--- config.mk ---
export PLATFORM = sky130hd
export DESIGN_NAME = block_accumulator
export DESIGN_NICKNAME = d
export VERILOG_FILES = /design/src/rtl/block_acc_pkg.sv /design/src/rtl/acc_add_sat.sv /design/src/rtl/block_accumulator.sv
export SDC_FILE = /design/constraint.sdc
export NUM_CORES = 1
export LEC_CHECK = 0
export ABC_CLOCK_PERIOD_IN_PS = 2600
export CELL_PAD_IN_SITES_DETAIL_PLACEMENT = 1
export CELL_PAD_IN_SITES_GLOBAL_PLACEMENT = 1
export CORE_UTILIZATION = 41
export DETAILED_ROUTE_END_ITERATION = 8
export GPL_TIMING_DRIVEN = 0
export HOLD_SLACK_MARGIN = 0.08
export PLACE_DENSITY = 0.76
export SYNTH_ARGS = -nofsm -noshare
export SYNTH_HDL_FRONTEND = slang
export SYNTH_SLANG_ARGS = --single-unit
--- constraint.sdc ---
create_clock -name clk -period 2.6 [get_ports clk]
set_input_delay 0.39 -clock clk [delete_from_list [all_inputs] [get_ports clk]]
set_output_delay 0.39 -clock clk [all_outputs]
set_load 0.005 [all_outputs]
--- src/rtl/block_acc_pkg.sv ---
// rtl/block_acc_pkg.sv - shared types and constants for the block accumulator
// Purpose: state encoding (ACC, HOLD) and the out_cnt width used by block_accumulator.
// Ports: none (package).
package block_acc_pkg;

   localparam int CNT_W = 16;

   typedef enum logic {
      ACC  = 1'b0,
      HOLD = 1'b1
   } acc_state_t;

endpackage

--- src/rtl/acc_add_sat.sv ---
// rtl/acc_add_sat.sv - W-bit adder with carry-out and optional saturating clamp
// Purpose: adds running sum a and sample b. With BLOCK_ACC_SAT_EN defined a carry
//          clamps sum to all-ones; otherwise sum wraps modulo 2**W.
// Ports:
//   a     in  W  running sum
//   b     in  W  zero-extended sample
//   sum   out W  wrapped or clamped result
//   carry out 1  carry out of bit W-1 (overflow)
// Config macro: BLOCK_ACC_SAT_EN
module acc_add_sat #(
   parameter int W = 20
) (
   input  logic [W-1:0] a,
   input  logic [W-1:0] b,
   output logic [W-1:0] sum,
   output logic         carry
);

   logic [W:0] full;

   assign full  = {1'b0, a} + {1'b0, b};
   assign carry = full[W];

`ifdef BLOCK_ACC_SAT_EN
   // Once saturated, any further nonzero sample carries again and a zero sample
   // leaves all-ones unchanged, so the sum stays pinned for the rest of the block.
   assign sum = carry ? {W{1'b1}} : full[W-1:0];
`else
   assign sum = full[W-1:0];
`endif

endmodule

--- src/rtl/block_accumulator.sv ---
// rtl/block_accumulator.sv - sums fixed-length blocks of unsigned samples
// Purpose: accumulates BLK_LEN samples (or fewer on flush) and holds the block
//          sum, sample count and overflow flag until the consumer takes it.
// Ports:
//   clk        in  1      clock, rising edge
//   rst        in  1      synchronous active-high reset
//   ce         in  1      clock enable; low freezes everything
//   in_valid   in  1      sample A present
//   in_ready   out 1      sample can be accepted (accumulating)
//   A          in  IN_W   unsigned sample
//   flush      in  1      dump a non-empty partial block
//   out_valid  out 1      result held
//   out_ready  in  1      consumer takes result
//   Y          out OUT_W  block sum
//   out_cnt    out 16     samples in Y
//   out_ovf    out 1      overflow occurred in this block
// Config macro: BLOCK_ACC_SAT_EN (saturate instead of wrap, in acc_add_sat)
module block_accumulator
   import block_acc_pkg::*;
#(
   parameter int IN_W    = 13,
   parameter int OUT_W   = 20,
   parameter int BLK_LEN = 10
) (
   input  logic             clk,
   input  logic             rst,
   input  logic             ce,
   input  logic             in_valid,
   output logic             in_ready,
   input  logic [IN_W-1:0]  A,
   input  logic             flush,
   output logic             out_valid,
   input  logic             out_ready,
   output logic [OUT_W-1:0] Y,
   output logic [CNT_W-1:0] out_cnt,
   output logic             out_ovf
);

   if (OUT_W < IN_W) begin : g_bad_out_w
      $error("block_accumulator: OUT_W must be >= IN_W");
   end
   if (BLK_LEN < 2 || BLK_LEN > 65535) begin : g_bad_blk_len
      $error("block_accumulator: BLK_LEN must be in 2..65535");
   end

   acc_state_t       state, state_nxt;
   logic [OUT_W-1:0] acc;
   logic [CNT_W-1:0] cnt;
   logic             ovf;

   logic [OUT_W-1:0] a_ext, sum_add, sum_fin;
   logic             carry;
   logic [CNT_W-1:0] cnt_inc, cnt_fin;
   logic             ovf_fin;
   logic             accept, close_blk, release_out;

   assign in_ready  = (state == ACC);
   assign out_valid = (state == HOLD);

   assign a_ext   = OUT_W'(A);
   assign accept  = ce & in_valid & in_ready;
   assign cnt_inc = cnt + CNT_W'(1);

   acc_add_sat #(.W(OUT_W)) u_add (
      .a     (acc),
      .b     (a_ext),
      .sum   (sum_add),
      .carry (carry)
   );

   // Block totals including this cycle's sample, if one is accepted.
   always_comb begin
      sum_fin = acc;
      cnt_fin = cnt;
      ovf_fin = ovf;
      if (accept) begin
         sum_fin = sum_add;
         cnt_fin = cnt_inc;
         ovf_fin = ovf | carry;
      end
   end

   // A block closes on its last sample, or on flush when it would not be empty.
   assign close_blk = ce & in_ready &
                      ((accept & (cnt_inc == CNT_W'(BLK_LEN))) |
                       (flush & ((cnt != '0) | accept)));

   assign release_out = ce & out_valid & out_ready;

   always_ff @(posedge clk) begin
      if (rst) begin
         state <= ACC;
      end else begin
         state <= state_nxt;
      end
   end

   always_comb begin
      state_nxt = state;
      case (state)
         ACC:     if (close_blk)   state_nxt = HOLD;
         HOLD:    if (release_out) state_nxt = ACC;
         default: state_nxt = ACC;
      endcase
   end

   always_ff @(posedge clk) begin
      if (rst) begin
         acc     <= '0;
         cnt     <= '0;
         ovf     <= 1'b0;
         Y       <= '0;
         out_cnt <= '0;
         out_ovf <= 1'b0;
      end else if (close_blk) begin
         Y       <= sum_fin;
         out_cnt <= cnt_fin;
         out_ovf <= ovf_fin;
         acc     <= '0;
         cnt     <= '0;
         ovf     <= 1'b0;
      end else if (accept) begin
         acc <= sum_fin;
         cnt <= cnt_fin;
         ovf <= ovf_fin;
      end
   end

endmodule

; ---- Word level (Yosys, flattened, before mapping)
; Cells that the tools add are included.
[totals]
ff_bits = 75
input_bits = 19
[classes]
add_sub_neg = 2
n_eq_ne = 1
mux = 6
n_bitwise = 12
n_reduce_logical = 2
[op_table]
columns = cell, n
row1 = 20-bit by 13-bit adder with 21-bit output, 1
row2 = 20-bit 2-to-1 mux, 1
row3 = 16-bit by 1-bit adder with 16-bit output (second input constant), 1
row4 = 16-bit by 4-bit == test with 1-bit output (second input constant), 1
row5 = 16-bit 2-to-1 mux, 1
row6 = 16-bit nonzero test, 1
row7 = 1-bit AND, 8
row8 = 1-bit 2-to-1 mux, 3
row9 = 1-bit OR, 3
row10 = 1-bit one-hot mux with 2 select lines, 1
row11 = 2-bit OR reduction, 1
row12 = 1-bit NOT, 1

; ---- Longest topological paths before layout
; Gate-level depths: netlist (run 1).
[logic_depth]
depth_word = 8
ltp_mapped = 10

; ---- Modules after synthesis
; A second synthesis (run 1) with hierarchy kept.
[hier_totals]
hier_cells = 485
hier_area_um2 = 4481.8
[by_module_without_submodules]
columns = module, n_inst, cells_each, area_per_inst_um2, seq_area_each_um2
row1 = block_accumulator, 1, 342, 3439.5, 1501.4
row2 = acc_add_sat, 1, 143, 1042.2, 0.0

; ---- Worst setup path after synthesis (run 1)
; Ideal clock, no wire load.
[synth_timing]
kind = input-to-reg
startpoint = input A[0]
endpoint = register Y[12]
setup_time_ps = 91
t_arrival_ps = 2180
required_time_ps = 2509
path_slack_ps = 329
cell_stages = 10
path_buffers = 0
cell_sequence = ha_1 inv_1 fa_1 nor2b_1 o31ai_1 a22o_1 o21ai_0 xor2_1 nand2_1 a311oi_1
[synth_between]
elab_chain_cells = 2
[synth_rtl]
columns = element, line
row1 = start: declaration, block_accumulator.sv:30  ; input logic [IN_W-1:0] A,
row2 = 20-bit by 13-bit adder with 21-bit output, acc_add_sat.sv:21  ; assign full = {1'b0, a} + {1'b0, b};
row3 = 20-bit 2-to-1 mux, block_accumulator.sv:76  ; if (accept) begin
row4 = end signal: assignment, block_accumulator.sv:116  ; Y <= sum_fin;
row5 = end: declaration, block_accumulator.sv:34  ; output logic [OUT_W-1:0] Y,
; Every way passes these cells.
; A chain may end at the register's enable or synchronous reset.

; ---- Final worst setup path (run 1)
[layout_timing]
startpoint = input A[6]
endpoint = register Y[19]
; Same word-level chain as after synthesis.

==> key figures, run 1 <==
Clock tree
  • Clock Sinks: 75
  • Hold-fix buffers, CTS: 0
  • Cts bufs inserted: 9
  • CTS tree: yes
  • Longest Clk Path Bufs: 2
  • CTS clk-pin slew, worst paths: 0.09 ns
  • CTS HTree Levels: 3
  • Clk_lat worst skew: 0.35 ns
  • Root buffer cell: clkbuf_8

Routing
  • Pre-Repair DR Iteration Count: 4
  • Vias: 3707
  • WL/cell: 17.8 um
  • Initial DRC count: 123
  • Drt total wl: 12000 um
  • Remaining antenna violation count: 0
  • Vias per inst: 5.49
  • # DRC: 0

Final layout
  • Final Cell Area: 5170 um2
  • Share of layout cells above drive strength 1: 18.1%
  • Area Overhead vs Synth: 25.6%
  • Final #Nets: 573
  • Core Util, Final: 53.1%
  • Fin cells: 675
  • Antenna diode count: 0

Critical path
  • FF-to-FF setup slack: 0.21 ns
  • Critical-path cell list: clkdlybuf4s50_1 -> ha_1 -> clkbuf_1 -> a211oi_1 -> o221ai_1 -> a21oi_2 -> a21oi_1 -> o21ai_0 -> xor2_1 -> a211oi_2
  • Crit path launch type: input pin
  • Delay-heaviest family, CP: compound AO/OA/AOI/OAI gates
  • Kind of critical path: in -> reg
  • CP Launch Point: A[6]
  • Buffers plus inverters on the worst setup path: 2
  • R2R cell count: 10
  • WP data arrival: 2.69 ns
  • Worst flop-to-flop path endpoint: Y[10]
  • Crit path max fanout: 7
  • Levels on crit path: 10
  • CP endpoint kind: register
  • RR Startpoint: cnt[1]
  • Critical path required time: 2.80 ns
  • Worst path slowest cell: clkdlybuf4s50_1
  • Setup crit end: Y[19]
  • Critical path's largest stage delay: 0.40 ns

Synth
  • Post-synth EDFFs: 0
  • Syn_area_per_cell: 8.79 um2
  • Asr flop ratio synth: 0%
  • Synth Register Bits: 75
  • Ys Warns: 0
  • Syn_nets: 504
  • Synth Cell Area: 4110 um2
  • Prevailing post-synth register cell: dfxtp_1
  • Cells after synthesis: 468
  • Synth cell types: 56
  • Seq/Total Area, Yosys: 36.5%

Job
  • Max-capacitance violation count: 0

Timing
  • Max Clock Skew: 0.0107 ns
  • Achievable Freq: 403 MHz
  • Post-route minimum period: 2.48 ns
  • Slew headroom: 42.6%
  • Slew @ Worst Pin: 0.861 ns
  • Max-slew violations: 0
  • Setup violators final: 0
  • Final hold vios: 0
  • Tcrit/Tclk final: 95.5%

Power
  • Switching part of the total: 29.2%
  • Combinational Power Share: 19.5%
  • Worst vdd ir: 0.000282 V
  • P_sw: 0.777 mW
  • PnR Total Power: 2.66 mW
  • Power per standard cell area: 515 nW/um2
  • P_leak: 1.82 nW
  • Internal: 1.88 mW
  • Sequential share of power: 46.4%
  • Clk network pwr share: 34.2%

Global routing
  • Pin count of the biggest net entering global routing: 14
  • GRT Util Overall: 24.1%
  • Vias in the first global route: 3766
  • First-pass GRT wire length: 19100 um
  • Antenna violations before repair: 0
  • Gr ovfl total: 0

Die
  • Initial Utilization: 42.3%
  • Die Y-Extent: 102 um
  • I/O pin count: 58
  • Core Area: 9730 um2
  • Row cnt: 36
  • Die area: 10400 um2
  • Die width: 102 um

Placed design
  • PortBufs: 57
  • Post-placement cell count: 658
  • Placed instance area: 4850 um2
  • Post-DP HPWL: 8590 um
  • Placer Congestion: 0.837

Hold path
  • Worst hold path class: reg -> reg

Run status
  • Outcome: finished clean
## worst register-to-register path, delay by kind of cell (launching register included)
family	cells	cell delay [ns]
compound gates	4	0.79
simple gates	3	0.50
flops	1	0.41
buf+inv	2	0.35
fa+ha+maj	1	0.25
## cells by family (layout without fill, tap and decap cells)
group	Yosys count	after routing	share of synthesized area, %
multiplexers	5	5	1.22
flip-flops	75	75	36.5
AO/OA/AOI/OAI	103	103	21.2
adder cells (fa/ha/maj)	17	17	5.35
buffers and inverters	44	118	6.26
AND/OR/NAND/NOR	194	194	23.1
XOR/XNOR	30	30	6.39
## cell usage in the layout (no fill, tap or decap), types with 6 or more instances in the layout
master | netlist | final
o21a_1 | 6 | 6
dfxtp_1 | 75 | 74
clkbuf_1 | 11 | 10
xnor2_1 | 16 | 14
a211oi_1 | 9 | 6
a211oi_2 | 32 | 35
a21oi_1 | 20 | 18
nor3_1 | 10 | 9
clkdlybuf4s50_1 | 0 | 56
nand4_1 | 8 | 8
xor2_1 | 14 | 14
o21ai_0 | 14 | 11
nand2_1 | 22 | 22
inv_1 | 12 | 12
nor2_1 | 95 | 95
clkbuf_8 | 0 | 9
nor4_1 | 10 | 8
ha_1 | 16 | 14
buf_4 | 13 | 16
nand3_1 | 18 | 18
## synthesized netlist by cell type (11+ instances only)
library cell  count  share of area (%)
xnor2_1          16                3.4
a21oi_1          20                2.4
nand3_1          18                2.2
clkbuf_1         11                1.0
xor2_1           14                3.0
ha_1             16                4.9
o21ai_0          14                1.7
a211oi_2         32                9.7
nor2_1           95                8.7
dfxtp_1          75                 36
nand2_1          22                2.0
inv_1            12                1.1
buf_4            13                2.4
## per-layer routing
metal / share of wire [%] / up-vias / track usage, %
li1: - / 1806 / -
met1: 47 / 1823 / 32.4
met2: 48 / 70 / 39.8
met3: 3.7 / 8 / 4.72
met4: 0.79 / 0 / 5.27
met5: 0 / - / 0
## per-stage QoR
stage	TNS [ns]	setup WS (ns)	hold WS [ns]
after floorplan	0	0.329	0.452
after global placement	-17.36	-0.539	0.449
after detailed placement	-20.33	-0.656	0.464
after CTS	0	0.00456	0.477
after global routing	-0.0611	-0.0320	0.521
final	0	0.116	0.466
## power by group through the flow
stage               Combinational, mW  Clock (mW)  Sequential, mW
detailed placement              0.496           0            1.26
CTS                             0.508       0.935            1.23
finish                          0.517       0.908            1.23
global placement                0.481           0            1.26
floorplan                       0.301           0            1.26
global route                    0.569       0.983            1.24
## area by class of cell
| type | instances | area, um2 |
|---|---|---|
| flip-flops and latches | 75 | 1500 |
| clock buffers | 10 | 128 |
| clock inverters | 6 | 65.1 |
| repair buffers | 60 | 596 |
| plain buffers | 30 | 208 |
| well taps | 133 | 166 |
| inverters | 12 | 45.0 |
| fillers | 1159 | 4560 |
| multi-input cells | 349 | 2460 |
## worst min path at each step
stage               start  endpoint  slack [ns]  cells past startpoint
detailed placement  Y[11]     Y[11]        0.46                      2
finish              Y[11]     Y[11]        0.47                      2
global placement    Y[11]     Y[11]        0.45                      2
floorplan           Y[11]     Y[11]        0.45                      2
CTS                 Y[11]     Y[11]        0.48                      2
global route        Y[11]     Y[11]        0.52                      2
## sequential cells by signal (all words and copies together), names as in the netlist
signal / count
acc: 20
out_ovf: 1
out_valid: 1
out_cnt: 16
ovf: 1
cnt: 16
Y: 20
## what timing repair did
action                                  4_1_cts  5_1_grt
gates resized for setup                      10       17
pin swaps                                     1        5
buffers inserted                              0        3
endpoints found under the setup margin       14       71
Power figures use the tool's default switching activity.
==> inputs of run 2 (changes only) <==
--- a/config.mk
+++ b/config.mk
@@ -8,6 +8,7 @@
 export ABC_CLOCK_PERIOD_IN_PS = 2600
 export CELL_PAD_IN_SITES_DETAIL_PLACEMENT = 1
 export CELL_PAD_IN_SITES_GLOBAL_PLACEMENT = 1
+export CORE_MARGIN = 2
 export CORE_UTILIZATION = 41
 export DETAILED_ROUTE_END_ITERATION = 8
 export GPL_TIMING_DRIVEN = 0
==> run 2 against run 1 <==
Against the previous run: non-clock buffer count grew 1; hold slack gained 0.0016 ns; maximum frequency shrank 2.8%; sequential power is essentially flat; die area grew 4.0%; total power shrank 1.1%; first-iteration DRC count grew 29%; core utilization shrank 0.40 points; largest cell class unchanged; highest routed layer unchanged.
==> key figures, run 2 (synthesized netlist as in run 1, its figures left out) <==
Clock tree
  • Cts bufs inserted: 9 (unchanged)
  • Longest Clk Path Bufs: 2 (unchanged)
  • Clock Sinks: 75 (unchanged)
  • Clk_lat worst skew: 0.36 ns (was 0.35 ns)
  • CTS clk-pin slew, worst paths: 0.08 ns (was 0.09 ns)
  • CTS HTree Levels: 3 (unchanged)
  • CTS tree: yes (unchanged)
  • Root buffer cell: clkbuf_8 (unchanged)

Final layout
  • Most frequent cells in the layout: nor2_1 (93), dfxtp_1 (74), clkdlybuf4s50_1 (56) (was nor2_1 (95), dfxtp_1 (74), clkdlybuf4s50_1 (56))
  • Area Overhead vs Synth: 25.2% (was 25.6%)
  • Antenna diode count: 0 (unchanged)
  • Share of layout cells above drive strength 1: 18.3% (was 18.1%)
  • Largest registers: Y x20, acc x20 (unchanged)
  • Most common cell after layout, fill and taps aside: nor2_1 (unchanged)
  • Final Cell Area: 5150 um2 (was 5170 um2)
  • Core Util, Final: 52.7% (was 53.1%)
  • Final #Nets: 574 (was 573)
  • Fin cells: 674 (was 675)

Global routing
  • Vias in the first global route: 3899 (was 3766)
  • Gr ovfl total: 0 (unchanged)
  • Pin count of the biggest net entering global routing: 12 (was 14)
  • GRT Util Overall: 22.1% (was 24.1%)
  • Antenna violations before repair: 0 (unchanged)
  • First-pass GRT wire length: 19200 um (was 19100 um)

Hold path
  • Worst hold path class: reg -> reg (unchanged)
  • Min-Delay Endpoint: Y[11] (unchanged)
  • Min-delay src: Y[11] (unchanged)
  • Hold depth: 2 (unchanged)

Routing
  • Remaining antenna violation count: 0 (unchanged)
  • Initial DRC count: 159 (was 123)
  • # DRC: 0 (unchanged)
  • WL/cell: 17.4 um (was 17.8 um)
  • Drt total wl: 11800 um (was 12000 um)
  • Pre-Repair DR Iteration Count: 4 (unchanged)
  • Vias per inst: 5.54 (was 5.49)
  • Vias: 3737 (was 3707)

Critical path
  • R2R cell count: 9 (was 10)
  • Critical-path cell list: clkdlybuf4s50_1 -> ha_1 -> clkbuf_1 -> nand4_1 -> o221ai_1 -> a21oi_2 -> and2_1 -> nor4_1 -> a211oi_2 -> a211oi_2 (was clkdlybuf4s50_1 -> ha_1 -> clkbuf_1 -> a211oi_1 -> o221ai_1 -> a21oi_2 -> a21oi_1 -> o21ai_0 -> xor2_1 -> a211oi_2)
  • Worst path slowest cell: nor4_1 (was clkdlybuf4s50_1)
  • Critical path's largest stage delay: 0.44 ns (was 0.40 ns)
  • CP most frequent cell: a211oi_2
  • CP endpoint kind: register (unchanged)
  • Kind of critical path: in -> reg (unchanged)
  • WP data arrival: 2.84 ns (was 2.69 ns)
  • Crit path max fanout: 7 (unchanged)
  • Crit path launch type: input pin (unchanged)
  • Critical path required time: 2.88 ns (was 2.80 ns)
  • RR Startpoint: acc[6] (was cnt[1])
  • Worst flop-to-flop path endpoint: Y[15] (was Y[10])
  • FF-to-FF setup slack: 0.17 ns (was 0.21 ns)

Die
  • Die area: 10900 um2 (was 10400 um2)
  • Row cnt: 36 (unchanged)
  • Initial Utilization: 42.1% (was 42.3%)
  • I/O pin count: 58 (unchanged)
  • Core Area: 9770 um2 (was 9730 um2)
  • Die Y-Extent: 104 um (was 102 um)
  • Die width: 104 um (was 102 um)

Timing
  • Setup violators final: 0 (unchanged)
  • Slew headroom: 44.0% (was 42.6%)
  • Max-slew violations: 0 (unchanged)
  • Achievable Freq: 391 MHz (was 403 MHz)
  • Setup TNS: 0 ns (unchanged)
  • PnR worst setup slack: 0.0450 ns (was 0.116 ns)
  • Post-route minimum period: 2.55 ns (was 2.48 ns)
  • Hold_ws: 0.467 ns (was 0.466 ns)
  • Slew @ Worst Pin: 0.840 ns (was 0.861 ns)
  • Final hold vios: 0 (unchanged)
  • Max Clock Skew: 0.0123 ns (was 0.0107 ns)
  • Tcrit/Tclk final: 98.3% (was 95.5%)

Power
  • Worst vdd ir: 0.000303 V (was 0.000282 V)
  • PnR Total Power: 2.63 mW (was 2.66 mW)
  • P_leak: 1.82 nW (about the same)
  • Power per standard cell area: 510 nW/um2 (was 515 nW/um2)

Placed design
  • Dpl ws: -0.625 ns (was -0.656 ns)
  • PortBufs: 57 (unchanged)
  • Post-DP HPWL: 8480 um (was 8590 um)
  • Placed instance area: 4850 um2 (unchanged)
  • Post-placement cell count: 658 (unchanged)
  • Placer Congestion: 0.823 (was 0.837)

Job
  • Max-capacitance violation count: 0 (unchanged)

Run status
  • Outcome: finished clean (unchanged)
-- run 2: changes by cell type in the layout (fill, tap and decap cells not counted), sizes merged --
cell / delta
clkinvlp: -1
clkbuf: +1
clkinv: -1
buf: +1
inv: -1
-- run 2: how the worst max path moves through the flow --
stage | from | end | slack, ns | cells past startpoint
after floorplan | A[0] | Y[12] | 0.33 | 10
after global placement | A[0] | Y[16] | -0.54 | 11
after detailed placement | A[0] | Y[14] | -0.62 | 11
after CTS | A[6] | Y[13] | 0.0006 | 10
after global routing | A[6] | Y[15] | -0.10 | 10
final | A[6] | Y[15] | 0.05 | 10
-- run 2: cell type report --
class / count / area [um2]
fillers: 1153 / 4620
repair buffers: 61 / 603
plain buffers: 30 / 208
flip-flops and latches: 75 / 1500
clock buffers: 11 / 141
well taps: 133 / 166
clock inverters: 3 / 40.0
multi-input cells: 349 / 2450
inverters: 12 / 45.0
-- run 2: worst max-delay path: cells and delay by family --
kind	cells	cell delay (ns)
AND/OR/NAND/NOR	3	0.83
buffers and inverters	2	0.68
AO/OA/AOI/OAI	4	0.66
adder cells (fa/ha/maj)	1	0.27
-- run 2: power by group --
part,total [mW],internal (mW),switching (mW)
registers,1.23,1.20,0.0328
logic,0.516,0.237,0.279
clock network,0.881,0.456,0.425
total,2.63,1.89,0.737
-- run 2: what timing repair did --
item / in CTS / in global routing
gates resized for setup: 7 / 20
pin swaps: 0 / 7
hold buffers: 0 / 0
buffers inserted: 1 / 3
setup endpoints to repair: 13 / 67
-- run 2: per-layer routing --
layer	vias up	wire, um	GRT usage (%)	share of wire, %
met1	1821	5630	28.5	48
met4	0	319	8.98	2.7
met5	-	0	0	0
li1	1805	-	-	-
met3	23	390	3.57	3.3
met2	88	5420	36.7	46
==> inputs of run 3 (changes only) <==
--- a/config.mk
+++ b/config.mk
@@ -6,6 +6,7 @@
 export NUM_CORES = 1
 export LEC_CHECK = 0
 export ABC_CLOCK_PERIOD_IN_PS = 2600
+export CAP_MARGIN = 20
 export CELL_PAD_IN_SITES_DETAIL_PLACEMENT = 1
 export CELL_PAD_IN_SITES_GLOBAL_PLACEMENT = 1
 export CORE_MARGIN = 2
==> results of run 3 <==
Final layout, timing and power as in run 2 (identical DEF).
